## config.mk

```make
export PLATFORM = sky130hd
export DESIGN_NAME = sd_cmd_phy
export DESIGN_NICKNAME = d
export VERILOG_FILES = /design/src/rtl/sd_cmd_phy.sv
export SDC_FILE = /design/constraint.sdc
export NUM_CORES = 1
export LEC_CHECK = 0
export CAP_MARGIN = 20
export CELL_PAD_IN_SITES_DETAIL_PLACEMENT = 1
export CELL_PAD_IN_SITES_GLOBAL_PLACEMENT = 1
export CORE_MARGIN = 1
export CORE_UTILIZATION = 27
export DETAILED_ROUTE_END_ITERATION = 16
export DONT_BUFFER_PORTS = 1
export GPL_TIMING_DRIVEN = 0
export PLACE_DENSITY_LB_ADDON = 0.15
export SLEW_MARGIN = 30
export SYNTH_ARGS = -nofsm -noshare
export SYNTH_HDL_FRONTEND = slang
export SYNTH_SLANG_ARGS = --single-unit
export TNS_END_PERCENT = 5
```

## constraint.sdc

```tcl
create_clock -name iClock_host -period 8.8 [get_ports iClock_host]
set_input_delay 1.76 -clock iClock_host [delete_from_list [all_inputs] [get_ports iClock_host]]
set_output_delay 1.76 -clock iClock_host [all_outputs]
set_load 0.03 [all_outputs]
```

## src/rtl/sd_cmd_phy.sv

```systemverilog
// SD CMD line PHY: serialises a 48-bit command with CRC7, then captures the 48-bit card response.
// Optional receive CRC7 check is built when SD_CMD_RESP_CRC_CHECK_EN is defined.
module sd_cmd_phy #(
   parameter int PARAM_TIMEOUT_BITS = 64,
   parameter int PARAM_CNT_W        = 7
) (
   input  logic        iClock_host,
   input  logic        iReset,
   input  logic        iBit_en,
   input  logic        iStrobe_in,
   input  logic [47:0] iCmd_in,
   input  logic        iAck_in,
   input  logic        iCmd_pin,
   output logic        oCmd_pin,
   output logic        oCmd_oe,
   output logic        oStrobe_out,
   output logic        oAck_out,
   output logic [47:0] oResponse,
   output logic        oTimeout,
   output logic        oBusy,
   output logic        oCrc_error
);

   localparam logic [2:0] S_IDLE = 3'd0;
   localparam logic [2:0] S_SEND = 3'd1;
   localparam logic [2:0] S_WAIT = 3'd2;
   localparam logic [2:0] S_RECV = 3'd3;
   localparam logic [2:0] S_DONE = 3'd4;

   localparam logic [PARAM_CNT_W-1:0] CNT_PAYLOAD = PARAM_CNT_W'(40);
   localparam logic [PARAM_CNT_W-1:0] CNT_ENDBIT  = PARAM_CNT_W'(47);
   localparam logic [PARAM_CNT_W-1:0] CNT_RXLAST  = PARAM_CNT_W'(46);
   localparam logic [PARAM_CNT_W-1:0] CNT_RXCRC   = PARAM_CNT_W'(39);
   localparam logic [PARAM_CNT_W-1:0] CNT_TMO     = PARAM_CNT_W'(PARAM_TIMEOUT_BITS - 1);

   logic [2:0]             state_q, state_d;
   logic [PARAM_CNT_W-1:0] cnt_q, cnt_d;
   logic [47:0]            tx_sh_q, tx_sh_d;
   logic [46:0]            rx_sh_q, rx_sh_d;
   logic [6:0]             crc_q, crc_d;
   logic                   strb_prev_q;
   logic                   pin_q, pin_d;
   logic                   oe_q, oe_d;
   logic                   strobe_q, strobe_d;
   logic                   ack_q, ack_d;
   logic [47:0]            resp_q, resp_d;
   logic                   tmo_q, tmo_d;
   logic                   busy_q;
   logic                   accept;
   logic                   rx_last;
   logic                   unused_cmd_bits;

   function automatic logic [6:0] crc7_step(input logic [6:0] c, input logic b);
      logic fb;
      fb = b ^ c[6];
      return {c[5:3], c[2] ^ fb, c[1:0], fb};
   endfunction

   // CRC field bits of the command are regenerated, never transmitted
   assign unused_cmd_bits = ^iCmd_in[7:1];

   assign accept  = (state_q == S_IDLE) && iStrobe_in && !strb_prev_q;
   assign rx_last = (state_q == S_RECV) && iBit_en && (cnt_q == CNT_RXLAST);

   always_comb begin
      state_d  = state_q;
      cnt_d    = cnt_q;
      tx_sh_d  = tx_sh_q;
      rx_sh_d  = rx_sh_q;
      crc_d    = crc_q;
      pin_d    = pin_q;
      oe_d     = oe_q;
      strobe_d = strobe_q;
      ack_d    = 1'b0;
      resp_d   = resp_q;
      tmo_d    = 1'b0;
      case (state_q)
         S_IDLE: begin
            if (accept) begin
               ack_d   = 1'b1;
               tx_sh_d = {iCmd_in[47:8], 7'd0, iCmd_in[0]};
               cnt_d   = '0;
               crc_d   = '0;
               oe_d    = 1'b1;
               pin_d   = 1'b1;
               state_d = S_SEND;
            end
         end
         S_SEND: begin
            if (iBit_en) begin
               if (cnt_q < CNT_PAYLOAD) begin
                  pin_d   = tx_sh_q[47];
                  crc_d   = crc7_step(crc_q, tx_sh_q[47]);
                  tx_sh_d = {tx_sh_q[46:0], 1'b0};
                  cnt_d   = cnt_q + 1'b1;
               end else if (cnt_q < CNT_ENDBIT) begin
                  pin_d = crc_q[6];
                  crc_d = {crc_q[5:0], 1'b0};
                  cnt_d = cnt_q + 1'b1;
               end else if (cnt_q == CNT_ENDBIT) begin
                  pin_d = 1'b1;
                  cnt_d = cnt_q + 1'b1;
               end else begin
                  pin_d   = 1'b1;
                  oe_d    = 1'b0;
                  cnt_d   = '0;
                  state_d = S_WAIT;
               end
            end
         end
         S_WAIT: begin
            if (iBit_en) begin
               if (!iCmd_pin) begin
                  rx_sh_d = {rx_sh_q[45:0], 1'b0};
                  cnt_d   = '0;
                  crc_d   = '0;
                  state_d = S_RECV;
               end else if (cnt_q == CNT_TMO) begin
                  tmo_d   = 1'b1;
                  cnt_d   = '0;
                  state_d = S_IDLE;
               end else begin
                  cnt_d = cnt_q + 1'b1;
               end
            end
         end
         S_RECV: begin
            if (iBit_en) begin
               rx_sh_d = {rx_sh_q[45:0], iCmd_pin};
               cnt_d   = cnt_q + 1'b1;
`ifdef SD_CMD_RESP_CRC_CHECK_EN
               if (cnt_q < CNT_RXCRC) crc_d = crc7_step(crc_q, iCmd_pin);
`endif
               if (cnt_q == CNT_RXLAST) begin
                  resp_d   = {rx_sh_q, iCmd_pin};
                  strobe_d = 1'b1;
                  cnt_d    = '0;
                  state_d  = S_DONE;
               end
            end
         end
         S_DONE: begin
            if (iAck_in) begin
               strobe_d = 1'b0;
               state_d  = S_IDLE;
            end
         end
         default: state_d = S_IDLE;
      endcase
   end

   always_ff @(posedge iClock_host) begin
      if (iReset) begin
         state_q     <= S_IDLE;
         cnt_q       <= '0;
         strb_prev_q <= 1'b0;
         pin_q       <= 1'b1;
         oe_q        <= 1'b0;
         strobe_q    <= 1'b0;
         ack_q       <= 1'b0;
         resp_q      <= '0;
         tmo_q       <= 1'b0;
         busy_q      <= 1'b0;
      end else begin
         state_q     <= state_d;
         cnt_q       <= cnt_d;
         strb_prev_q <= iStrobe_in;
         pin_q       <= pin_d;
         oe_q        <= oe_d;
         strobe_q    <= strobe_d;
         ack_q       <= ack_d;
         resp_q      <= resp_d;
         tmo_q       <= tmo_d;
         busy_q      <= (state_d != S_IDLE);
      end
   end

   // Shift/CRC datapath needs no reset: it is reloaded on every accept or start bit
   always_ff @(posedge iClock_host) begin
      tx_sh_q <= tx_sh_d;
      rx_sh_q <= rx_sh_d;
      crc_q   <= crc_d;
   end

`ifdef SD_CMD_RESP_CRC_CHECK_EN
   logic crc_err_q;
   always_ff @(posedge iClock_host) begin
      if (iReset || accept) crc_err_q <= 1'b0;
      else if (rx_last && (crc_q != rx_sh_q[6:0])) crc_err_q <= 1'b1;
   end
   assign oCrc_error = crc_err_q;
`else
   assign oCrc_error = 1'b0;
`endif

   assign oCmd_pin    = pin_q;
   assign oCmd_oe     = oe_q;
   assign oStrobe_out = strobe_q;
   assign oAck_out    = ack_q;
   assign oResponse   = resp_q;
   assign oTimeout    = tmo_q;
   assign oBusy       = busy_q;

endmodule

```

**Word-level counts from Yosys, hierarchy flattened**

Cells that the tools add are included.

- Register bits: 167
- Input bits: 54
- Output and inout port bits: 55
- Logic and storage cells: 114

- Add/subtract/negate cells: 1
- Order comparisons: 2
- Equal/unequal tests: 19
- Multiplexer cells: 53
- Bitwise gates (word level): 6
- Reductions and logical operators: 20

Operators with widths:

| cell | count |
|---|---|
| $mux 48 | 3 |
| $mux 47 | 3 |
| $mux 7 | 15 |
| $pmux 48 s2 | 1 |
| $pmux 47 s2 | 1 |
| $mux 3 | 11 |
| $pmux 7 s4 | 1 |
| $eq 7x6->1 const B | 3 |
| $pmux 7 s3 | 1 |
| $ne 2x2->1 const B | 10 |
| $pmux 3 s5 | 1 |
| $lt 7x6->1 const B | 2 |
| $mux 1 | 13 |
| $reduce_and 4->1 | 3 |
| $reduce_and 6->1 | 2 |
| $add 7x1->7 const B | 1 |
| $eq 3x2->1 const B | 2 |
| $pmux 1 s2 | 3 |
| $reduce_and 3->1 | 2 |
| $reduce_bool 2->1 | 3 |
| $reduce_bool 3->1 | 2 |
| $reduce_and 5->1 | 1 |
| $not 1->1 | 4 |
| $reduce_bool 4->1 | 1 |
| 10 further kinds | 12 |

**Logic depth before layout (Yosys ltp)**

- Depth after elaboration: 7
- Gate-level depth with buffers: 9
- Depth with buffers taken out: 6

**Least setup slack after synthesis**

No wires, ideal clock.

- Kind: in2reg
- Start: input port iStrobe_in
- End: register tx_sh_q[0], enable pin
- Data arrival time: 4.389 ns
- Required time: 8.331 ns
- Setup slack: 3.942 ns
- Cell stages on the path: 3
- Cell sequence: nor3b_1 > o21ai_0 > a21oi_1

- Longest elaborated chain between the ends: 4

Ends and longest elaborated chain:

| item | RTL line | text |
|---|---|---|
| from (decl) | 10 | `input logic iStrobe_in,` |
| $logic_and 1x1->1 (2 in a row) | 62 | `assign accept = (state_q == S_IDLE) && iStrobe_in && !strb_prev_q;` |
| $ne 2x2->1 (no line) | -- |  |
| $reduce_and 4->1 (no line) | -- |  |
| to (signal assigned) | 180 | `tx_sh_q <= tx_sh_d;` |
| to (decl) | 38 | `logic [47:0] tx_sh_q, tx_sh_d;` |

No other way between the ends.
A chain may end at the register's enable or synchronous reset.

**Worst setup path after layout**

- Start: input port iStrobe_in
- End: register tx_sh_q[18], enable pin

The elaborated chain is that of the path after synthesis.

==> results.rst <==
.. list-table::
   :header-rows: 1

   * - Metric
     - Value
   * - Status
     - finished, final reports clean
   * - Final Total Pwr
     - 1.736 mW
   * - Highest Signal Layer
     - met4
   * - Reg-to-Reg Start
     - state_q[1]
   * - Yosys synthesis warning count
     - 0
   * - Post-synthesis cell type count
     - 51
   * - Drt initial violations
     - 278
   * - CP Launch Type
     - input pin
   * - Vias
     - 4398
   * - Post-synthesis cell type with the largest combined area
     - sky130_fd_sc_hd__edfxtp_1
   * - Most common cell after layout, fill and taps aside
     - sky130_fd_sc_hd__nand2_1
   * - RSZ-0062 raised after global routing
     - false
   * - Pleak
     - 2.682 nW
   * - Die height
     - 156.8 um
   * - Origin of the worst min-delay path
     - rx_sh_q[1]
   * - Pwr per Cell Area
     - 229.4 mW/mm^2
   * - Final setup vio count
     - 0
   * - N_diodes
     - 0
   * - Sum Neg Setup Slack
     - 0 ps
   * - Synth top area cells
     - sky130_fd_sc_hd__edfxtp_1 47%, sky130_fd_sc_hd__dfxtp_1 20%, sky130_fd_sc_hd__nand2_1 13%
   * - Drc violations
     - 0
   * - Met1 wire length
     - 7116 um
   * - Share of synthesized area occupied by flip-flops and latches
     - 67.47%
   * - Final Hold Violating Endpoints
     - 0
   * - # rows
     - 56
   * - Total length of routed met2 wires
     - 7147 um
   * - Maximum level of the CTS H-tree
     - 4
   * - Number of sinks handled by clock tree synthesis
     - 167
   * - Max rail drop VDD
     - 0.09426 mV
   * - Fraction of the cycle the final worst path needs
     - 33.45%
   * - Die extent in x
     - 156.8 um
   * - Global-route wire length before repair
     - 25420 um
   * - Average wire per standard cell
     - 16.24 um
   * - Fraction of synthesized cell area taken by the top area cell type
     - 47.35%
   * - Cells after DPL
     - 933
   * - Number of antenna violations at the first check in global routing
     - 0
   * - Final net count
     - 689
   * - Routability congestion estimate
     - 0.7530
   * - Number of input and output port buffers inserted
     - 0
   * - Clock tree from TritonCTS
     - yes
   * - Clock transition at the registers of the reported paths
     - 70 ps
   * - Synthesis-to-layout area growth
     - 17.00%
   * - Non-Filler Cell Area, Final
     - 0.007569 sq mm
   * - Pin count of the biggest net entering global routing
     - 22
   * - Net count of the mapped netlist
     - 665
   * - Critical path endpoint category
     - flip-flop
   * - Buffer type at the clock tree root
     - sky130_fd_sc_hd__clkbuf_16
   * - Number of max-slew violations in the final report
     - 0
   * - Hold Crit Class
     - flip-flop to flip-flop
   * - Number of standard cells in the final layout excluding fillers
     - 965
   * - Max_slew headroom
     - 55.72%
   * - Final clock skew
     - 9.156 ps
   * - Drt pass-1 iters
     - 4
   * - Number of cells upsized or downsized after cts
     - 0
   * - Cell area after placement
     - 0.006987 sq mm
   * - Post-synth EDFFs
     - 102
   * - Vias in the first global route
     - 4565
   * - Routed via count divided by cell count
     - 4.558
   * - I/O pin cnt
     - 109
   * - Worst-margin pin slew
     - 664.2 ps
   * - Clk buf depth
     - 2
   * - CTS buffer count
     - 17
   * - Worst Setup Slack, final
     - 5857 ps
   * - Initial core utilization
     - 27.56%
   * - Die outline area
     - 0.02458 sq mm
   * - Number of setup buffers added after CTS
     - 0
   * - Source-to-sink clock delay at the later pin of the worst-skew pair
     - 430 ps
   * - Cells after synthesis
     - 609
   * - Primary FF master, synth
     - sky130_fd_sc_hd__edfxtp_1
   * - Pre-CTS setup slack
     - 5373 ps
   * - Signal arrival time at the worst endpoint
     - 3080 ps
   * - Fill cell total of the finished layout
     - 2632
   * - Fraction of final layout cells with drive strength greater than 1
     - 9.288%
   * - Required time reported for the critical path endpoint
     - 8940 ps
   * - Antenna violation net count after detailed routing
     - 0
   * - Residual overflow from global routing
     - 0
   * - Commonest cells after routing, fill and taps aside
     - 223 x sky130_fd_sc_hd__nand2_1, 102 x sky130_fd_sc_hd__edfxtp_1, 65 x sky130_fd_sc_hd__dfxtp_1
   * - Share of async-settable or async-resettable flops after synthesis
     - 0%
   * - Flip-flop and latch count after synthesis
     - 167
   * - Met3 wire length
     - 1168 um
   * - Largest fanout on the critical path
     - 15
   * - Path type of the worst setup path
     - input pin to flip-flop
   * - Number of hold buffers added after CTS
     - 0
   * - Crit path time final
     - 2943 ps
   * - Post-detail-place hpwl
     - 11040 um
   * - Area of the core
     - 0.02347 sq mm
   * - Total length of routed wires
     - 15670 um
   * - Post-synthesis average cell area
     - 10.62 sq um
   * - Post-synthesis instance area
     - 0.006469 sq mm
   * - Achievable frequency
     - 339.8 MHz
   * - Total of max-cap violations
     - 0
   * - Start point of the critical path
     - iStrobe_in
   * - Combined global-route utilization of all metal layers
     - 13.67%
-- critical path: stages --
cell and delay, ps:
sky130_fd_sc_hd__nor3b_1 140, sky130_fd_sc_hd__o21ai_0 220, sky130_fd_sc_hd__a21oi_4 370, sky130_fd_sc_hd__buf_8 220, sky130_fd_sc_hd__buf_8 180, sky130_fd_sc_hd__buf_8 180
-- where the power goes --
| group | leakage (nW) | switching (mW) | total (mW) | internal [mW] |
|---|---|---|---|---|
| sequential | 1.47 | 0.0145 | 0.886 | 0.871 |
| clock | 0.285 | 0.338 | 0.746 | 0.407 |
| combinational | 0.922 | 0.0708 | 0.105 | 0.0342 |
| total | 2.68 | 0.424 | 1.74 | 1.31 |
-- routing by layer --
layer  track usage (%)  vias up
met5                 0        -
met4             5.135        0
met3             5.179       18
met2             20.95       95
met1             17.36     2139
li1                  -     2146
-- sequential cells by signal, indices dropped and copies added, names as in the netlist --
| signal | count |
|---|---|
| oStrobe_out | 1 |
| crc_q | 7 |
| oBusy | 1 |
| oCmd_oe | 1 |
| oCmd_pin | 1 |
| state_q | 3 |
| oAck_out | 1 |
| cnt_q | 7 |
| oResponse | 48 |
| oTimeout | 1 |
| tx_sh_q | 48 |
| rx_sh_q | 47 |
| strb_prev_q | 1 |
-- area by class of cell --
class                           instances  area [sq um]  area share [%]
Multi-Input combinational cell        396          1932           25.52
Clock buffer                           19         442.9           5.852
Inverter                                7         26.28          0.3472
Sequential cell                       167          4364           57.66
Clock inverter                         13         138.9           1.835
Timing Repair Buffer                    5         100.1           1.323
Tap cell                              319         399.1           5.274
Buffer                                 39         165.2           2.182
-- per-stage QoR --
stage / utilization, % / hold WS, ps
2_1_floorplan: - / 426.2
3_3_place_gp: 29.26 / 435.4
3_5_place_dp: 29.77 / 433.4
4_1_cts: 32.24 / 451.8
5_1_grt: 32.24 / 467.6
6_report: 32.24 / 449.6
-- synthesized netlist by cell type, types with 2 or more instances --
cell / count
sky130_fd_sc_hd__nand2_1: 223
sky130_fd_sc_hd__edfxtp_1: 102
sky130_fd_sc_hd__dfxtp_1: 65
sky130_fd_sc_hd__a21oi_1: 54
sky130_fd_sc_hd__clkbuf_1: 28
sky130_fd_sc_hd__nor2_1: 15
sky130_fd_sc_hd__and3_1: 13
sky130_fd_sc_hd__o21ai_0: 9
sky130_fd_sc_hd__buf_2: 8
sky130_fd_sc_hd__nand3_1: 8
sky130_fd_sc_hd__nor3_1: 8
sky130_fd_sc_hd__inv_1: 7
sky130_fd_sc_hd__a21o_1: 5
sky130_fd_sc_hd__nor2b_1: 5
sky130_fd_sc_hd__or2_2: 5
sky130_fd_sc_hd__a211oi_1: 4
sky130_fd_sc_hd__nand4_1: 4
sky130_fd_sc_hd__and2_1: 3
sky130_fd_sc_hd__o2111ai_1: 3
sky130_fd_sc_hd__a22o_1: 2
sky130_fd_sc_hd__a32o_1: 2
sky130_fd_sc_hd__and4b_1: 2
sky130_fd_sc_hd__buf_4: 2
sky130_fd_sc_hd__ha_1: 2
sky130_fd_sc_hd__nor3b_1: 2
sky130_fd_sc_hd__o21a_1: 2
sky130_fd_sc_hd__xnor2_1: 2
-- cells by family (layout without fill, tap and decap cells) --
| kind of cell | count (synthesis) | after routing | share of synthesized area (%) |
|---|---|---|---|
| other cells | 1 | 1 | 0.05797 |
| xor+xnor | 2 | 2 | 0.2708 |
| simple gates | 301 | 301 | 20.46 |
| compound gates | 90 | 90 | 8.395 |
| fa+ha+maj | 2 | 2 | 0.3868 |
| buf+inv | 46 | 83 | 2.959 |
| flops | 167 | 167 | 67.47 |
-- path summary, 6_finish.rpt --
| kind | to | slack (ps) | cells after the start |
|---|---|---|---|
| min reg2reg | rx_sh_q[2] | 450 | 0 |
| max | tx_sh_q[18] | 5860 | 6 |
| max reg2reg | tx_sh_q[18] | 6120 | 9 |
| min | rx_sh_q[2] | 450 | 0 |
Power figures use the tool's default switching activity.
